**src/rtl/fetch_pkg.sv**
```systemverilog
// Shared state encoding, width defaults and timer width for fetch_sequencer.
// The ERR state only exists when FETCH_TIMEOUT_EN is defined.
package fetch_pkg;

    localparam int unsigned DEF_ADDR_W = 8;
    localparam int unsigned DEF_DATA_W = 8;
    localparam int unsigned TIMER_W    = 4;

    typedef enum logic [2:0] {
        IDLE     = 3'd0,
        REQ      = 3'd1,
        WAIT_ACK = 3'd2,
        FETCH    = 3'd3,
        VALID    = 3'd4
`ifdef FETCH_TIMEOUT_EN
        ,
        ERR      = 3'd5
`endif
    } state_t;

endpackage

```
**src/rtl/ack_timer.sv**
```systemverilog
// Counts WAIT_ACK cycles for the acknowledge timeout; expired is high during the LIMIT-th counted cycle.
// Only instantiated by fetch_sequencer when FETCH_TIMEOUT_EN is defined.
module ack_timer
    import fetch_pkg::*;
#(
    parameter int unsigned LIMIT = 4,
    parameter int unsigned W     = TIMER_W
) (
    input  logic clk,
    input  logic rst,
    input  logic load,
    input  logic count_en,
    output logic expired
);

    logic [W-1:0] count;

    // Saturates once expired so a stalled caller never wraps back to "not expired".
    always_ff @(posedge clk or negedge rst) begin
        if (!rst) begin
            count <= '0;
        end else if (load) begin
            count <= '0;
        end else if (count_en && !expired) begin
            count <= count + 1'b1;
        end
    end

    assign expired = (count == W'(LIMIT - 1));

endmodule

```
**src/rtl/fetch_sequencer.sv**
```systemverilog
// Instruction fetch sequencer: PC increment handshake, one-cycle memory read, valid/ready hand-off.
// Optional acknowledge timeout with sticky error and ERR state under macro FETCH_TIMEOUT_EN.
module fetch_sequencer
    import fetch_pkg::*;
#(
    parameter int unsigned ADDR_W      = DEF_ADDR_W,
    parameter int unsigned DATA_W      = DEF_DATA_W,
    parameter int unsigned ACK_TIMEOUT = 4
) (
    input  logic              clk,
    input  logic              rst,
    input  logic              start,
    input  logic              pc_ack,
    input  logic [ADDR_W-1:0] pc_value,
    input  logic [DATA_W-1:0] imem_rdata,
    input  logic              instr_ready,
    input  logic              clear_err,
    output logic              pc_en,
    output logic [ADDR_W-1:0] imem_addr,
    output logic [DATA_W-1:0] instr,
    output logic              instr_valid,
    output logic              busy,
    output logic              timeout_err,
    output logic [7:0]        fetch_count
);

    state_t state;
    state_t state_next;
    logic   armed;
    logic   capture_addr;
    logic   capture_instr;
    logic   accept;

`ifdef FETCH_TIMEOUT_EN
    logic timer_load;
    logic timer_count;
    logic timer_expired;

    ack_timer #(
        .LIMIT (ACK_TIMEOUT),
        .W     (TIMER_W)
    ) u_ack_timer (
        .clk      (clk),
        .rst      (rst),
        .load     (timer_load),
        .count_en (timer_count),
        .expired  (timer_expired)
    );

    assign timeout_err = (state == ERR);
`else
    logic unused_cfg;
    assign unused_cfg  = &{1'b0, clear_err, ACK_TIMEOUT[0]};
    assign timeout_err = 1'b0;
`endif

    always_ff @(posedge clk or negedge rst) begin
        if (!rst) begin
            state <= IDLE;
        end else begin
            state <= state_next;
        end
    end

    always_comb begin
        state_next    = state;
        pc_en         = 1'b0;
        instr_valid   = 1'b0;
        busy          = (state != IDLE);
        capture_addr  = 1'b0;
        capture_instr = 1'b0;
        accept        = 1'b0;
`ifdef FETCH_TIMEOUT_EN
        timer_load    = 1'b0;
        timer_count   = 1'b0;
`endif
        case (state)
            IDLE: begin
                // armed delays the first request until the second edge after reset release.
                if (start && armed) begin
                    state_next = REQ;
                end
            end
            REQ: begin
                pc_en      = 1'b1;
                state_next = WAIT_ACK;
`ifdef FETCH_TIMEOUT_EN
                timer_load = 1'b1;
`endif
            end
            WAIT_ACK: begin
`ifdef FETCH_TIMEOUT_EN
                timer_count = 1'b1;
`endif
                if (pc_ack) begin
                    capture_addr = 1'b1;
                    state_next   = FETCH;
                end
`ifdef FETCH_TIMEOUT_EN
                else if (timer_expired) begin
                    state_next = ERR;
                end
`endif
            end
            FETCH: begin
                capture_instr = 1'b1;
                state_next    = VALID;
            end
            VALID: begin
                instr_valid = 1'b1;
                if (instr_ready) begin
                    accept     = 1'b1;
                    state_next = start ? REQ : IDLE;
                end
            end
`ifdef FETCH_TIMEOUT_EN
            ERR: begin
                if (clear_err) begin
                    state_next = IDLE;
                end
            end
`endif
            default: begin
                state_next = IDLE;
            end
        endcase
    end

    always_ff @(posedge clk or negedge rst) begin
        if (!rst) begin
            armed       <= 1'b0;
            imem_addr   <= '0;
            instr       <= '0;
            fetch_count <= '0;
        end else begin
            armed <= 1'b1;
            if (capture_addr) begin
                imem_addr <= pc_value;
            end
            if (capture_instr) begin
                instr <= imem_rdata;
            end
            if (accept) begin
                fetch_count <= fetch_count + 8'd1;
            end
        end
    end

endmodule

```
**config.mk**
```make
export PLATFORM = sky130hd
export DESIGN_NAME = fetch_sequencer
export DESIGN_NICKNAME = d
export VERILOG_FILES = /design/src/rtl/fetch_pkg.sv /design/src/rtl/ack_timer.sv /design/src/rtl/fetch_sequencer.sv
export SDC_FILE = /design/constraint.sdc
export NUM_CORES = 1
export LEC_CHECK = 0
export CAP_MARGIN = 20
export CORE_MARGIN = 2
export CORE_UTILIZATION = 37
export DETAILED_ROUTE_END_ITERATION = 6
export PLACE_DENSITY_LB_ADDON = 0.25
export SLEW_MARGIN = 20
export SYNTH_ARGS = -nofsm -noshare
export SYNTH_HDL_FRONTEND = slang
export SYNTH_SLANG_ARGS = --single-unit
```
**constraint.sdc**
```tcl
create_clock -name clk -period 1.46 [get_ports clk]
set_clock_uncertainty 0.15 [all_clocks]
set_input_delay 0.365 -clock clk [delete_from_list [all_inputs] [get_ports clk]]
set_output_delay 0.365 -clock clk [all_outputs]
set_load 0.05 [all_outputs]
```
### Yosys cells after proc, flatten, opt, wreduce, memory -nomap -nowiden

Index checks and enable logic that the tools add are counted.

| storage, ports and cells | value |
|---|---|
| register bits after elaboration | 28 |
| bits of input ports | 22 |
| output and inout bits | 28 |
| word-level logic and storage cells | 29 |

| cells by class | value |
|---|---|
| $add $sub $neg | 1 |
| equality and inequality tests | 7 |
| multiplexer cells | 12 |
| reductions and logical operators | 4 |

Operators with widths:

| operator | count |
|---|---|
| case mux 3 bit (5 select lines) | 1 |
| 2-to-1 mux 3 bit | 3 |
| adder 8 x 1 -> 8 bit (second input constant) | 1 |
| 2-to-1 mux 1 bit | 8 |
| == test 3 x 2 -> 1 bit (second input constant) | 2 |
| inequality test 2 bit (second input constant) | 3 |
| == test 3 x 1 -> 1 bit (second input constant) | 1 |
| == test 3 bit (second input constant) | 1 |
| logical NOT 3 bit | 1 |
| AND reduction 3 bit | 1 |
| nonzero test 3 bit | 1 |
| logical AND 1 bit | 1 |

### Longest topological paths before layout

Gate-level depths: netlist of run 1.

| logic depth | value |
|---|---|
| depth after elaboration | 3 |
| mapped depth | 4 |
| mapped depth without buffers | 4 |

### Least setup slack after synthesis of run 1

No wires, ideal clock.

| timing | value |
|---|---|
| kind | register -> output |
| from | register state[1] |
| to | output port pc_en |
| path slack | -0.720 ns |
| path buffers | 1 |
| arrival time | 1.665 ns |
| stages on the path, launching flop included | 3 |
| cell sequence | dfrtp_1 buf_2 nor3b_1 |

| on the way | value |
|---|---|
| word-level cells in the longest chain between the ends | 2 |

Ends and longest elaborated chain:

| what | line | RTL |
|---|---|---|
| from (decl) | fetch_sequencer.sv:27 | `state_t state;` |
| from (signal assigned) | fetch_sequencer.sv:61 | `state <= state_next;` |
| == test 3 x 1 -> 1 bit | fetch_sequencer.sv:77 | `case (state)` |
| 2-to-1 mux 1 bit | fetch_sequencer.sv:77 |  |
| to (decl) | fetch_sequencer.sv:18 | `output logic pc_en,` |

Every way passes these cells.

### Final worst setup path of run 1

| timing | value |
|---|---|
| from | register state[1] |
| to | output port busy |

| on the way | value |
|---|---|
| word-level cells in the longest chain between the ends | 1 |

Ends and longest elaborated chain:

| what | line | RTL |
|---|---|---|
| nonzero test 3 bit | fetch_sequencer.sv:69 | `busy = (state != IDLE);` |
| to (decl) | fetch_sequencer.sv:22 | `output logic busy,` |

Every way passes these cells.

==> flow_summary.toml, run 1 <==
[synth]
synth-seq-area-share_pct = 58.7
yosysWarningCount = 0
yosys-top-cells-area = "dfrtp_1 (59%), mux2_2 (16%), xnor2_1 (3.7%)"
synthesis.nets = 111
yosysTopAreaCell = "dfrtp_1"
syn_inst = 88
ys_seq_elements = 28
yosysTopAreaCellShare_pct = 58.7
syn_area_sq_um = 1190
synth.avg_cell_area_sq_um = 13.6
synth_cell_types = 24

[sta]
hold_viol = 0
final-setup-viol-count = 28
fin_ws_ps = -396
finalCritPeriodShare_pct = 127
hold_slack_ps = 227
period_minus_slack_ps = 1860
drv_slew = 0
rsz0062_at_grt = "yes"
fmax_mhz = 539

[power_and_ir_drop]
p_per_area_nw_per_um2 = 2380
leakage_nw = 1.04
switchingPower_w = 0.00228
total_power_w = 0.00548
max-vdd-ir-drop_mv = 1.31
p_comb_share_pct = 66.7
p_clk_share_pct = 6.7
switching_share_pct = 41.6
internal_power_w = 0.00320
power_frac_seq_pct = 26.6

[drt]
num_vias = 940
drc = 0
ant_nets = 0
wl_microns = 2860
drt_iter0_markers = 25
wl_per_cell_microns = 14.1
vias_per_cell = 4.63
first_pass_iters = 3

[floorplan]
io_pins = 50
die_y_microns = 60.8
core-area_sq_um = 3050
start_util_pct = 39.1
die-area_sq_um = 3700
num_rows = 20
die_w_microns = 60.8

[final_layout]
diodes = 0
nets = 183
nFillCells = 220
drive_above_1_share_pct = 57.2
syn2layout_area_growth_pct = 92.7
fin_area_sq_um = 2300
final_util_pct = 75.3

[global_routing]
overflow = 0
grt_pass1_wl_microns = 4770
grt_pass1_vias = 1065
grt_max_degree = 29
antenna_found_initial = 0
track_usage_pct = 17.5

[setup_path]
cp_max_fo = 5
slowest_stage = "dfrtp_2"
critPathKind = "reg2out"
critPathMaxStageDelay_ps = 480
cp_data_required_time_ps = 940
crit_chain = "or3_4 > buf_6"
cp.buffers_inverters = 1
path_delay_family = "flip-flops"
r2r_start = "state[1]$_DFFE_PN0P_"
start_kind = "register"
cp-end-kind = "primary output"
crit_path_start = "state[1]$_DFFE_PN0P_"
arrival_ps = 1340

[placement]
post-dp-hpwl_microns = 2030
place_worst_setup_slack_ps = -492
place.gp.congestion = 0.755
portBuffers = 47
postPlaceCellArea_sq_um = 2070

[hold_path]
hold_path.class = "in2async"

[cts]
cts.sinks = 28
cts_max_level = 1
cts_buffer_depth = 2
clk_latency_ps = 320
ctsHoldBuffers = 0
cts_tree = "built"
root_buffer = "clkbuf_4"
cts_made_buffers = 3
clk_pin_slew_ps = 140

[outcome]
violations = "setup timing"
status = "finished with violations"

[flow_run]
cap_violations = 0
-- metal layers --
metal / wire length, microns / track usage, %
met5: 0 / 0
met4: 28 / 5.28
met3: 170 / 5.54
met2: 1570 / 30.6
met1: 1090 / 20.5
-- sequential cells by signal, summed over array words and instances, names as in the netlist --
register and count:
armed 1, instr 8, state 3, fetch_count 8
imem_addr 8
-- final cells by class --
class | instances | area, sq um | area share, %
clock buffer | 4 | 36.3 | 1.58
tap | 44 | 55.1 | 2.39
multi-input combinational | 54 | 528 | 23.0
timing repair buffer | 72 | 963 | 41.9
sequential | 28 | 709 | 30.8
inverter | 1 | 7.51 | 0.326
-- cell usage in the layout (no fill, tap or decap), types with 3 or more instances in the layout --
cell / Yosys / final
buf_12: 0 / 28
dfrtp_1: 28 / 21
clkdlybuf4s50_1: 0 / 20
buf_4: 1 / 18
mux2_2: 17 / 9
mux2_4: 0 / 8
dfrtp_2: 0 / 7
nand2_1: 8 / 6
buf_6: 1 / 6
xnor2_1: 5 / 5
nand3b_1: 3 / 3
xor2_1: 3 / 3
clkbuf_4: 0 / 3
-- path summary, 6_finish.rpt --
kind                                              end  cells past startpoint  slack, ps
min in group clk             imem_addr[0]$_DFFE_PN0P_                      1        450
min                          imem_addr[7]$_DFFE_PN0P_                      2        230
max reg2reg                fetch_count[1]$_DFFE_PN0P_                      8       -320
max in group asynchronous  fetch_count[3]$_DFFE_PN0P_                      2        760
max                                              busy                      2       -400
min reg2reg                  imem_addr[0]$_DFFE_PN0P_                      1        450
-- stage by stage --
step | cells | TNS [ps]
global route | 203 | -9210
CTS | 200 | -4310
floorplan | 88 | -602
global placement | 183 | -5920
finish | 203 | -6880
detailed placement | 183 | -6400
-- power by group through the flow --
stage	logic, W	clock network [W]	registers (W)
6_report	0.00366	0.000368	0.00146
3_3_place_gp	0.00327	0	0.00146
4_1_cts	0.00360	0.000385	0.00145
3_5_place_dp	0.00332	0	0.00149
5_1_grt	0.00381	0.000414	0.00149
2_1_floorplan	0.000943	0	0.00221
-- timing repair --
item | in CTS | in global routing
gates resized for setup | 15 | 6
endpoints found under the setup margin | 36 | 51
setup buffers | 13 | 3
pin swaps | 11 | 7
-- cell usage after synthesis --
library cell and instances:
nand3_1 1, nand4_1 2, inv_1 1, or3_1 1, xor2_1 3, ha_1 1
mux2_2 17, nor4bb_1 1, nand3b_1 3, nor4_2 1, and4bb_2 1, o21ai_0 1
xnor2_1 5, nand4bb_4 1, conb_1 2, nor3_1 2, nand2_1 8, a21oi_1 1
dfrtp_1 28, nor2_1 2, buf_2 3, buf_6 1, nor3b_1 1, buf_4 1
-- logic make-up (layout without fill, tap and decap cells) --
logic type | after synthesis | count (layout) | synth area share (%)
other | 2 | 2 | 0.629
muxes | 17 | 17 | 16.0
DFF | 28 | 28 | 58.7
xor gates and xnor gates | 8 | 8 | 5.87
AOI/OAI and AO/OA | 2 | 2 | 0.838
adders and majority gates | 1 | 1 | 1.05
buffers and inverters | 6 | 77 | 3.14
and+or+nand+nor | 24 | 24 | 13.7
(Power assumes the default switching activity.)
==> run 2, diff against run 1 <==
--- a/config.mk
+++ b/config.mk
@@ -14,3 +14,4 @@
 export SYNTH_ARGS = -nofsm -noshare
 export SYNTH_HDL_FRONTEND = slang
 export SYNTH_SLANG_ARGS = --single-unit
+export TNS_END_PERCENT = 50
==> run 2 against run 1 <==
Effect of this change:
- the flow still finishes with violations (setup timing)
- first-iteration DRC count down 20%
- clock-buffer cell count unchanged
- sequential cell count unchanged
- combinational power up 3%
- global-route usage down 1.5 points
- worst setup slack better by 9.0 ps
- worst hold slack worse by 12 ps
- total power up 1.7%
- die area unchanged
- highest routed layer unchanged
- sequential power about the same
- largest power group unchanged
==> flow_summary.toml, run 2 (same netlist as run 1, synthesis figures left out) <==
[setup_path]
critPathMaxStageDelay_ps = 440
start_kind = "register"
cp-end-kind = "primary output"
cp_data_required_time_ps = 940
cp_max_fo = 3
slowest_stage = "dfrtp_1"
crit_chain = "or3_4 > buf_8"
arrival_ps = 1330
critPathKind = "reg2out"

[global_routing]
grt_pass1_wl_microns = 4250
overflow = 0
track_usage_pct = 15.9
grt_pass1_vias = 977
antenna_found_initial = 0
grt_max_degree = 29

[cts]
cts_buffer_depth = 2
cts_tree = "built"
root_buffer = "clkbuf_4"
clk_pin_slew_ps = 140
clk_latency_ps = 340
cts.sinks = 28
cts_max_level = 1
cts_made_buffers = 3

[final_layout]
drive_above_1_share_pct = 54.9
final_common_cell = "buf_12"
top_regs = "fetch_count: 8 flops, imem_addr: 8 flops, instr: 8 flops"
nFillCells = 201
final_util_pct = 75.0
syn2layout_area_growth_pct = 91.8
nets = 177
stdcell_count = 197
layout_common_cells = "buf_12 (29), dfrtp_1 (22), clkdlybuf4s50_1 (20)"
diodes = 0

[placement]
post-dp-hpwl_microns = 1980
dpl.cell_count = 184
place_worst_setup_slack_ps = -485
portBuffers = 47
place.gp.congestion = 0.743

[drt]
num_vias = 920
drt_iter0_markers = 20
drc = 0
ant_nets = 0
wl_per_cell_microns = 13.8
first_pass_iters = 4
wl_microns = 2710
vias_per_cell = 4.67

[flow_run]
cap_violations = 0

[sta]
final-setup-viol-count = 37
hold_viol = 0
drv_slew = 0
finalCritPeriodShare_pct = 127
period_minus_slack_ps = 1850
rsz0062_at_grt = "yes"
fin_setup_tns_ps = -5900
fin_ws_ps = -387
fmax_mhz = 541

[outcome]
status = "finished with violations"
violations = "setup timing"

[hold_path]
hold_path.class = "in2async"

[floorplan]
io_pins = 50
die_y_microns = 60.8
start_util_pct = 39.1
die-area_sq_um = 3700
die_w_microns = 60.8
num_rows = 20
core-area_sq_um = 3050

[power_and_ir_drop]
p_per_area_nw_per_um2 = 2430
max-vdd-ir-drop_mv = 1.54
leakage_nw = 1.02
## run 2: power breakdown
part / switching (W) / internal [W] / leakage [nW] / total, W
clock: 0.000221 / 0.000107 / 0.0150 / 0.000328
combinational: 0.00171 / 0.00205 / 0.670 / 0.00377
sequential: 0.000383 / 0.00110 / 0.338 / 0.00148
## run 2: final timing paths
check	startpoint	endpoint	slack (ps)	cells past startpoint
setup / recovery	state[0]$_DFFE_PN0P_	busy	-390	2
hold / removal	rst	fetch_count[0]$_DFFE_PN0P_	220	2
setup reg to reg	state[2]$_DFFE_PN0P_	imem_addr[7]$_DFFE_PN0P_	-320	5
hold reg to reg	fetch_count[7]$_DFFE_PN0P_	fetch_count[7]$_DFFE_PN0P_	380	1
max in group asynchronous	rst	fetch_count[2]$_DFFE_PN0P_	770	2
min in group clk	fetch_count[7]$_DFFE_PN0P_	fetch_count[7]$_DFFE_PN0P_	380	1
## run 2: per-layer routing
metal | share of wire, % | global-route usage [%] | up-vias
met5 | 0 | 0 | -
met4 | 1.5 | 5.59 | 0
met3 | 7.2 | 6.61 | 5
met2 | 53 | 26.4 | 28
met1 | 39 | 18.7 | 461
li1 | - | - | 426
## run 2: metrics by stage
step                      total power (W)  hold slack, ps  instance area [sq um]
after floorplan                   0.00314           -80.6                   1230
after global placement            0.00475             364                   2070
after detailed placement          0.00481             366                   2070
after CTS                         0.00547             212                   2220
after global routing              0.00580             208                   2290
final                             0.00557             215                   2290
## run 2: cell type report
| type | instances | area, sq um | share of cell area, % |
|---|---|---|---|
| multi-input combinational | 54 | 543 | 23.7 |
| timing repair buffer | 66 | 953 | 41.6 |
| inverter | 1 | 3.75 | 0.164 |
| tap | 44 | 55.1 | 2.40 |
| clock buffer | 4 | 26.3 | 1.15 |
| sequential | 28 | 708 | 30.9 |
## run 2: worst max-delay path: cells and delay by family, from the launching register on
family	cells	cell delay, ps
flops	1	440
simple gates	1	400
buf+inv	1	160
## run 2: what timing repair did
action,in CTS,in global routing
hold endpoints to repair,0,0
pin swaps,10,5
resized for setup,22,12
buffers inserted,6,5
setup endpoints to repair,40,53
hold buffers,0,0
